### src/rtl/ysyx_22040759_wbu.sv
// Writeback unit: retires ALU ops directly and load ops after the memory
// returns data, driving one registered GPR write and a commit pulse per retired op.
module ysyx_22040759_wbu #(
    parameter int XLEN       = 64,
    parameter int RA_W       = 5,
    parameter int LD_TIMEOUT = 256
) (
    input  logic            clk,
    input  logic            rst,
    input  logic            ex_valid,
    output logic            ex_ready,
    input  logic [XLEN-1:0] ex_pc,
    input  logic [RA_W-1:0] ex_rd,
    input  logic            ex_rf_wen,
    input  logic [XLEN-1:0] ex_result,
    input  logic            ex_is_load,
    input  logic [2:0]      ex_ld_type,
    input  logic [2:0]      ex_addr_lo,
    input  logic            mem_rvalid,
    input  logic [XLEN-1:0] mem_rdata,
    output logic            wen,
    output logic [RA_W-1:0] waddr,
    output logic [XLEN-1:0] wdata,
    output logic            commit_valid,
    output logic [XLEN-1:0] commit_pc,
    output logic [63:0]     instret,
    output logic            err_misalign,
    output logic            err_ldtype,
    output logic            err_timeout,
    output logic            err_spurious
);

    localparam logic [0:0] IDLE      = 1'b0;
    localparam logic [0:0] WAIT_LOAD = 1'b1;

    localparam int                CNT_W    = $clog2(LD_TIMEOUT + 1);
    localparam logic [CNT_W-1:0] CNT_MAX  = CNT_W'(LD_TIMEOUT);
    localparam logic [CNT_W-1:0] CNT_TRIP = CNT_W'(LD_TIMEOUT - 1);

    logic [0:0]      state;
    logic [CNT_W-1:0] cnt;

    logic [RA_W-1:0] ld_rd;
    logic            ld_rf_wen;
    logic [2:0]      ld_type;
    logic [2:0]      ld_addr_lo;
    logic [XLEN-1:0] ld_pc;
    logic            ld_bad;

    logic            accept;
    logic            ex_misalign;
    logic            ex_badtype;
    logic [XLEN-1:0] lane;
    logic [XLEN-1:0] ld_data;

    // Handshake: an op transfers on a cycle where ex_valid && ex_ready; the
    // execute stage must hold its payload stable while ex_valid && !ex_ready.
    assign ex_ready = (state == IDLE);
    assign accept   = ex_valid && ex_ready;

    assign ex_badtype = (ex_ld_type == 3'b111);

    always_comb begin
        ex_misalign = 1'b0;
        case (ex_ld_type[1:0])
            2'b00:   ex_misalign = 1'b0;
            2'b01:   ex_misalign = ex_addr_lo[0];
            2'b10:   ex_misalign = (ex_addr_lo[1:0] != 2'b00);
            default: ex_misalign = (ex_addr_lo != 3'b000);
        endcase
    end

    // The doubleword is aligned, so the addressed byte sits at lane addr_lo.
    assign lane = mem_rdata >> {ld_addr_lo, 3'b000};

    always_comb begin
        ld_data = '0;
        case (ld_type)
            3'b000:  ld_data = {{(XLEN-8){lane[7]}}, lane[7:0]};
            3'b001:  ld_data = {{(XLEN-16){lane[15]}}, lane[15:0]};
            3'b010:  ld_data = {{(XLEN-32){lane[31]}}, lane[31:0]};
            3'b011:  ld_data = lane;
            3'b100:  ld_data = {{(XLEN-8){1'b0}}, lane[7:0]};
            3'b101:  ld_data = {{(XLEN-16){1'b0}}, lane[15:0]};
            3'b110:  ld_data = {{(XLEN-32){1'b0}}, lane[31:0]};
            default: ld_data = '0;
        endcase
        if (ld_bad) begin
            ld_data = '0;
        end
    end

    always_ff @(posedge clk) begin
        if (rst) begin
            state        <= IDLE;
            cnt          <= '0;
            ld_rd        <= '0;
            ld_rf_wen    <= 1'b0;
            ld_type      <= 3'b000;
            ld_addr_lo   <= 3'b000;
            ld_pc        <= '0;
            ld_bad       <= 1'b0;
            wen          <= 1'b0;
            waddr        <= '0;
            wdata        <= '0;
            commit_valid <= 1'b0;
            commit_pc    <= '0;
            instret      <= 64'd0;
            err_misalign <= 1'b0;
            err_ldtype   <= 1'b0;
            err_timeout  <= 1'b0;
            err_spurious <= 1'b0;
        end else begin
            wen          <= 1'b0;
            commit_valid <= 1'b0;
            case (state)
                IDLE: begin
                    if (mem_rvalid) begin
                        err_spurious <= 1'b1;
                    end
                    if (accept) begin
                        if (ex_is_load) begin
                            state      <= WAIT_LOAD;
                            cnt        <= '0;
                            ld_rd      <= ex_rd;
                            ld_rf_wen  <= ex_rf_wen;
                            ld_type    <= ex_ld_type;
                            ld_addr_lo <= ex_addr_lo;
                            ld_pc      <= ex_pc;
                            ld_bad     <= ex_badtype || ex_misalign;
                            if (ex_badtype) begin
                                err_ldtype <= 1'b1;
                            end else if (ex_misalign) begin
                                err_misalign <= 1'b1;
                            end
                        end else begin
                            wen          <= ex_rf_wen && (ex_rd != '0);
                            waddr        <= ex_rd;
                            wdata        <= ex_result;
                            commit_valid <= 1'b1;
                            commit_pc    <= ex_pc;
                            instret      <= instret + 64'd1;
                        end
                    end
                end
                WAIT_LOAD: begin
                    if (mem_rvalid) begin
                        wen          <= ld_rf_wen && (ld_rd != '0);
                        waddr        <= ld_rd;
                        wdata        <= ld_data;
                        commit_valid <= 1'b1;
                        commit_pc    <= ld_pc;
                        instret      <= instret + 64'd1;
                        state        <= IDLE;
                    end else if (cnt != CNT_MAX) begin
                        // Timeout only flags the stall; the load still waits for data.
                        cnt <= cnt + 1'b1;
                        if (cnt == CNT_TRIP) begin
                            err_timeout <= 1'b1;
                        end
                    end
                end
                default: state <= IDLE;
            endcase
        end
    end

endmodule

### config.mk
export PLATFORM = sky130hd
export DESIGN_NAME = ysyx_22040759_wbu
export DESIGN_NICKNAME = d
export VERILOG_FILES = /design/src/rtl/ysyx_22040759_wbu.sv
export SDC_FILE = /design/constraint.sdc
export NUM_CORES = 1
export LEC_CHECK = 0
export CAP_MARGIN = 20
export CORE_ASPECT_RATIO = 2
export CORE_MARGIN = 2
export CORE_UTILIZATION = 25
export CTS_CLUSTER_DIAMETER = 30
export DETAILED_ROUTE_END_ITERATION = 10
export GPL_TIMING_DRIVEN = 1
export PLACE_DENSITY = 0.47
export SYNTH_ARGS = -nofsm -noshare
export SYNTH_HDL_FRONTEND = slang
export SYNTH_SLANG_ARGS = --single-unit
### constraint.sdc
create_clock -name clk -period 2.8 [get_ports clk]
set_clock_uncertainty 0.2 [all_clocks]
set_input_delay 0.56 -clock clk [delete_from_list [all_inputs] [get_ports clk]]
set_output_delay 0.56 -clock clk [all_outputs]
set_load 0.02 [all_outputs]
==> results.txt <==
The flow ran to the end, and the final reports show no timing, DRC or antenna violations. The congestion estimate from routability-driven global placement came to 0.908. The layout overhead on the synthesized area was 54.8%. Entering global routing, the biggest net connects 88 pins. The total design power came out at 14000 µW.

The tools report the reported max-cap violation count as 0. The final number of max-transition violations is 0. After synthesis, the cell types taking the most area are sky130_fd_sc_hd__dfxtp_1 (40%), sky130_fd_sc_hd__mux2i_1 (7.1%), sky130_fd_sc_hd__a211oi_1 (6.3%), sky130_fd_sc_hd__nand2_1 (5.9%), sky130_fd_sc_hd__nor2_1 (5.7%).

The clock passes through at most 3 buffers. The mean area per synthesized cell is 8.48 µm². The first global-routing pass estimated 94100 µm of wire. The achievable frequency was 369 MHz; the iteration-0 DRC count of the detailed router was 658. In this run the critical register-to-register path is captured at wdata[63]$_SDFFE_PP0P_. The setup slack of the critical path after layout is 0.0926 ns, and the number of antenna violations at the first check in global routing is 13. In the final routed layout, each cell accounts on average for 21.1 µm. In the synthesized netlist, the cells that appear most often are sky130_fd_sc_hd__dfxtp_1 (290), sky130_fd_sc_hd__nand2_1 (229), sky130_fd_sc_hd__nor2_1 (223). The max-slew headroom at the worst pin was 0.512; the width of the die was 175 µm. The number of instances in the synthesized netlist came out at 1719.

The floorplan step defined a core boundary enclosing 57900 µm². The synthesized netlist net count is 1932, and the register-to-register path setup slack is 0.13 ns. The critical path required time is 3.13 ns, and the count of unique library cells instantiated by Yosys is 55.

The via count of the first global-routing pass is 15100, and the worst slack after detailed placement is -0.592 ns. The post-place instance area came out at 20600 µm². The global-route usage over all layers was 0.204. The total DRC errors in the routed layout was 0; the clock net sink count was 290. For the worst-skew pair, the clock arrives at the later sink with an insertion delay of 0.60 ns. The proportion of synthesized chip area in sequential cells is 0.398.

Count of antenna-violating nets left after detailed routing: 0. The beginning of the critical path is ex_valid. In this run the critical register-to-register path is launched from ld_addr_lo[2]$_SDFFE_PP0P_. The total overflow left after global routing is 0. The slew of the pin with the lowest slew margin was 0.727 ns. The portion of the clock cycle consumed by the worst path in the final layout was 0.967.

The share of layout cells above drive strength 1 works out to 0.151. For the worst setup path, the data arrival time is 3.03 ns. The die covers 60400 µm². In this run the worst hold path is classified as input pin to flop. Counting flops with a built-in enable in the synthesized netlist gives 0. The routed layout has 14900 vias.

The class of the most critical setup path was input pin to flop. The tools report the endpoint type of the worst setup path as a flop. Most common cell in the netlist: sky130_fd_sc_hd__dfxtp_1.

Areal power density over the cells: 618 nW/µm². During placement, the flow inserted port buffers numbering 412. For this run, the number of Yosys warnings is 0. Post-synthesis async set-or-reset flop share: 0.

After synthesis the cells add up to 14600 µm². After clock tree synthesis, the clock-pin slew on the worst setup and hold paths is 0.05 ns. STA classifies the critical path startpoint as an input pin. In the final timing run, aggregate negative setup slack is 0 ns.

The initial cell density of the core is 0.252, and the height of the die is 346 µm. End of the critical path: instret[41]$_SDFFE_PP0P_. Clock tree synthesis inserted a total of 57 buffers.

The largest vdd supply drop was 452 µV. After the last flow step, the layout net total stands at 2407. Counting flops and latches in the post-synthesis netlist gives 290. The count of boundary I/O pins is 413. The analysis attributes to cell leakage a power of 0.00797 µW.

The share of the core filled with cells is 0.390. The area share of the leading cell type in the synthesized netlist was 0.398. Setup repair after global routing left no endpoint under its margin. After detailed routing, the total wire length is 63400 µm.

Among all flip-flop cells after synthesis, the most frequent one is sky130_fd_sc_hd__dfxtp_1. The final hold violation count was 0; the post-CTS setup buffer count was 0. The detailed-routing iteration count for the pre-antenna-repair pass was 6; the depth of the most critical reg-to-reg path was 7. In this run the core area contains 125 standard-cell rows. Setup violations remaining at the end of the flow were counted as 0. The smallest clock period supported by the final layout is computed as 2.71 ns. The total half-perimeter wirelength after legalization and detailed placement came out at 48500 µm. The largest total area in the synthesized netlist belongs to sky130_fd_sc_hd__dfxtp_1.

The number of H-tree levels was 2; the critical-path maximum fanout was 13. Clock tree root driver cell: sky130_fd_sc_hd__clkbuf_16. TritonCTS built the clock tree.

The cell area after layout is 22600 µm². Average via count per standard cell: 4.95.
per-layer routing:
| layer | routed length (µm) | GRT usage | vias to the layer above |
|---|---|---|---|
| met5 | 76 | 0 | - |
| met4 | 3500 | 0.112 | 12 |
| met3 | 4180 | 0.0509 | 136 |
| met2 | 32200 | 0.368 | 503 |
| met1 | 23400 | 0.214 | 7062 |
| li1 | - | - | 7171 |
registers in the layout, summed over array words and instances, names as in the netlist, 3 cells and up:
| register | cells |
|---|---|
| ld_pc | 64 |
| ld_rd | 5 |
| waddr | 5 |
| instret | 64 |
| ld_addr_lo | 3 |
| cnt | 9 |
| wdata | 64 |
| ld_type | 3 |
| commit_pc | 64 |
worst max-delay path, stage by stage:
cell and delay [ns]:
sky130_fd_sc_hd__clkdlybuf4s50_1 0.48, sky130_fd_sc_hd__or3b_4 0.42, sky130_fd_sc_hd__buf_4 0.17, sky130_fd_sc_hd__buf_4 0.14
sky130_fd_sc_hd__a21o_1 0.18, sky130_fd_sc_hd__or4_4 0.50, sky130_fd_sc_hd__or4_1 0.43, sky130_fd_sc_hd__a21oi_1 0.16
where the power goes:
| group | switching, µW | internal (µW) | total, µW |
|---|---|---|---|
| Clock | 2510 | 4570 | 7090 |
| Sequential | 143 | 4370 | 4510 |
| Combinational | 1230 | 1130 | 2370 |
| Total | 3890 | 10100 | 14000 |
how the worst min path moves through the flow:
stage                                       from                       end  cells past startpoint
after floorplan            ld_pc[0]$_SDFFE_PP0P_     ld_pc[0]$_SDFFE_PP0P_                      2
after global placement    ld_pc[52]$_SDFFE_PP0P_    ld_pc[52]$_SDFFE_PP0P_                      2
after detailed placement  ld_pc[61]$_SDFFE_PP0P_    ld_pc[61]$_SDFFE_PP0P_                      2
after CTS                                    rst  instret[26]$_SDFFE_PP0P_                      2
after global routing                         rst  instret[42]$_SDFFE_PP0P_                      2
final                                        rst  instret[26]$_SDFFE_PP0P_                      2
logic make-up (layout without fill, tap and decap cells):
logic type,after synthesis,after routing,share of synthesized area
simple gates,626,626,0.192
compound gates,418,418,0.187
flops,290,290,0.398
buf+inv,176,694,0.0481
mux,168,168,0.149
xor+xnor,37,37,0.0222
fa+ha+maj,4,4,0.00343
other cells,0,7,0
repair_timing:
action | in CTS | in global routing
hold buffers | 0 | 0
setup endpoints to repair | 0 | 4
gates resized for setup | 0 | 3
per-stage QoR:
stage	std cells	hold WS (ns)
finish	3006	0.185
global route	3002	0.194
CTS	2999	0.159
detailed placement	2897	0.246
global placement	2897	0.241
floorplan	1719	0.236
layout by cell type, fill, tap and decap left out, drive strengths merged, types with 8 or more instances in the layout:
cell and n:
nor4 19, nand2b 14, o22ai 8, mux2 28, nand2 229, nor2b 27, o41ai 31, a31oi 9
xor2 17, nand4 19, clkbuf 67, o21bai 8, nor2 223, clkinv 12, a211o 8, or3 15
buf 155, xnor2 20, a211oi 123, mux2i 104, dfxtp 290, nor3b 8, or4 14, a21oi 142
clkdlybuf4s50 411, mux4 36, inv 39, o21ai 52, nor3 16, nand3 23
area by class of cell:
cell class / count / area [µm²]
Sequential cell: 290 / 5810
Fill cell: 5872 / 35300
Tap cell: 762 / 953
Clock inverter: 35 / 465
Antenna cell: 7 / 17.5
Clock buffer: 67 / 1520
Timing Repair Buffer: 566 / 5570
Multi-Input combinational cell: 1253 / 8130
Inverter: 26 / 97.6
Note: power is estimated with default switching activity, not from simulation.
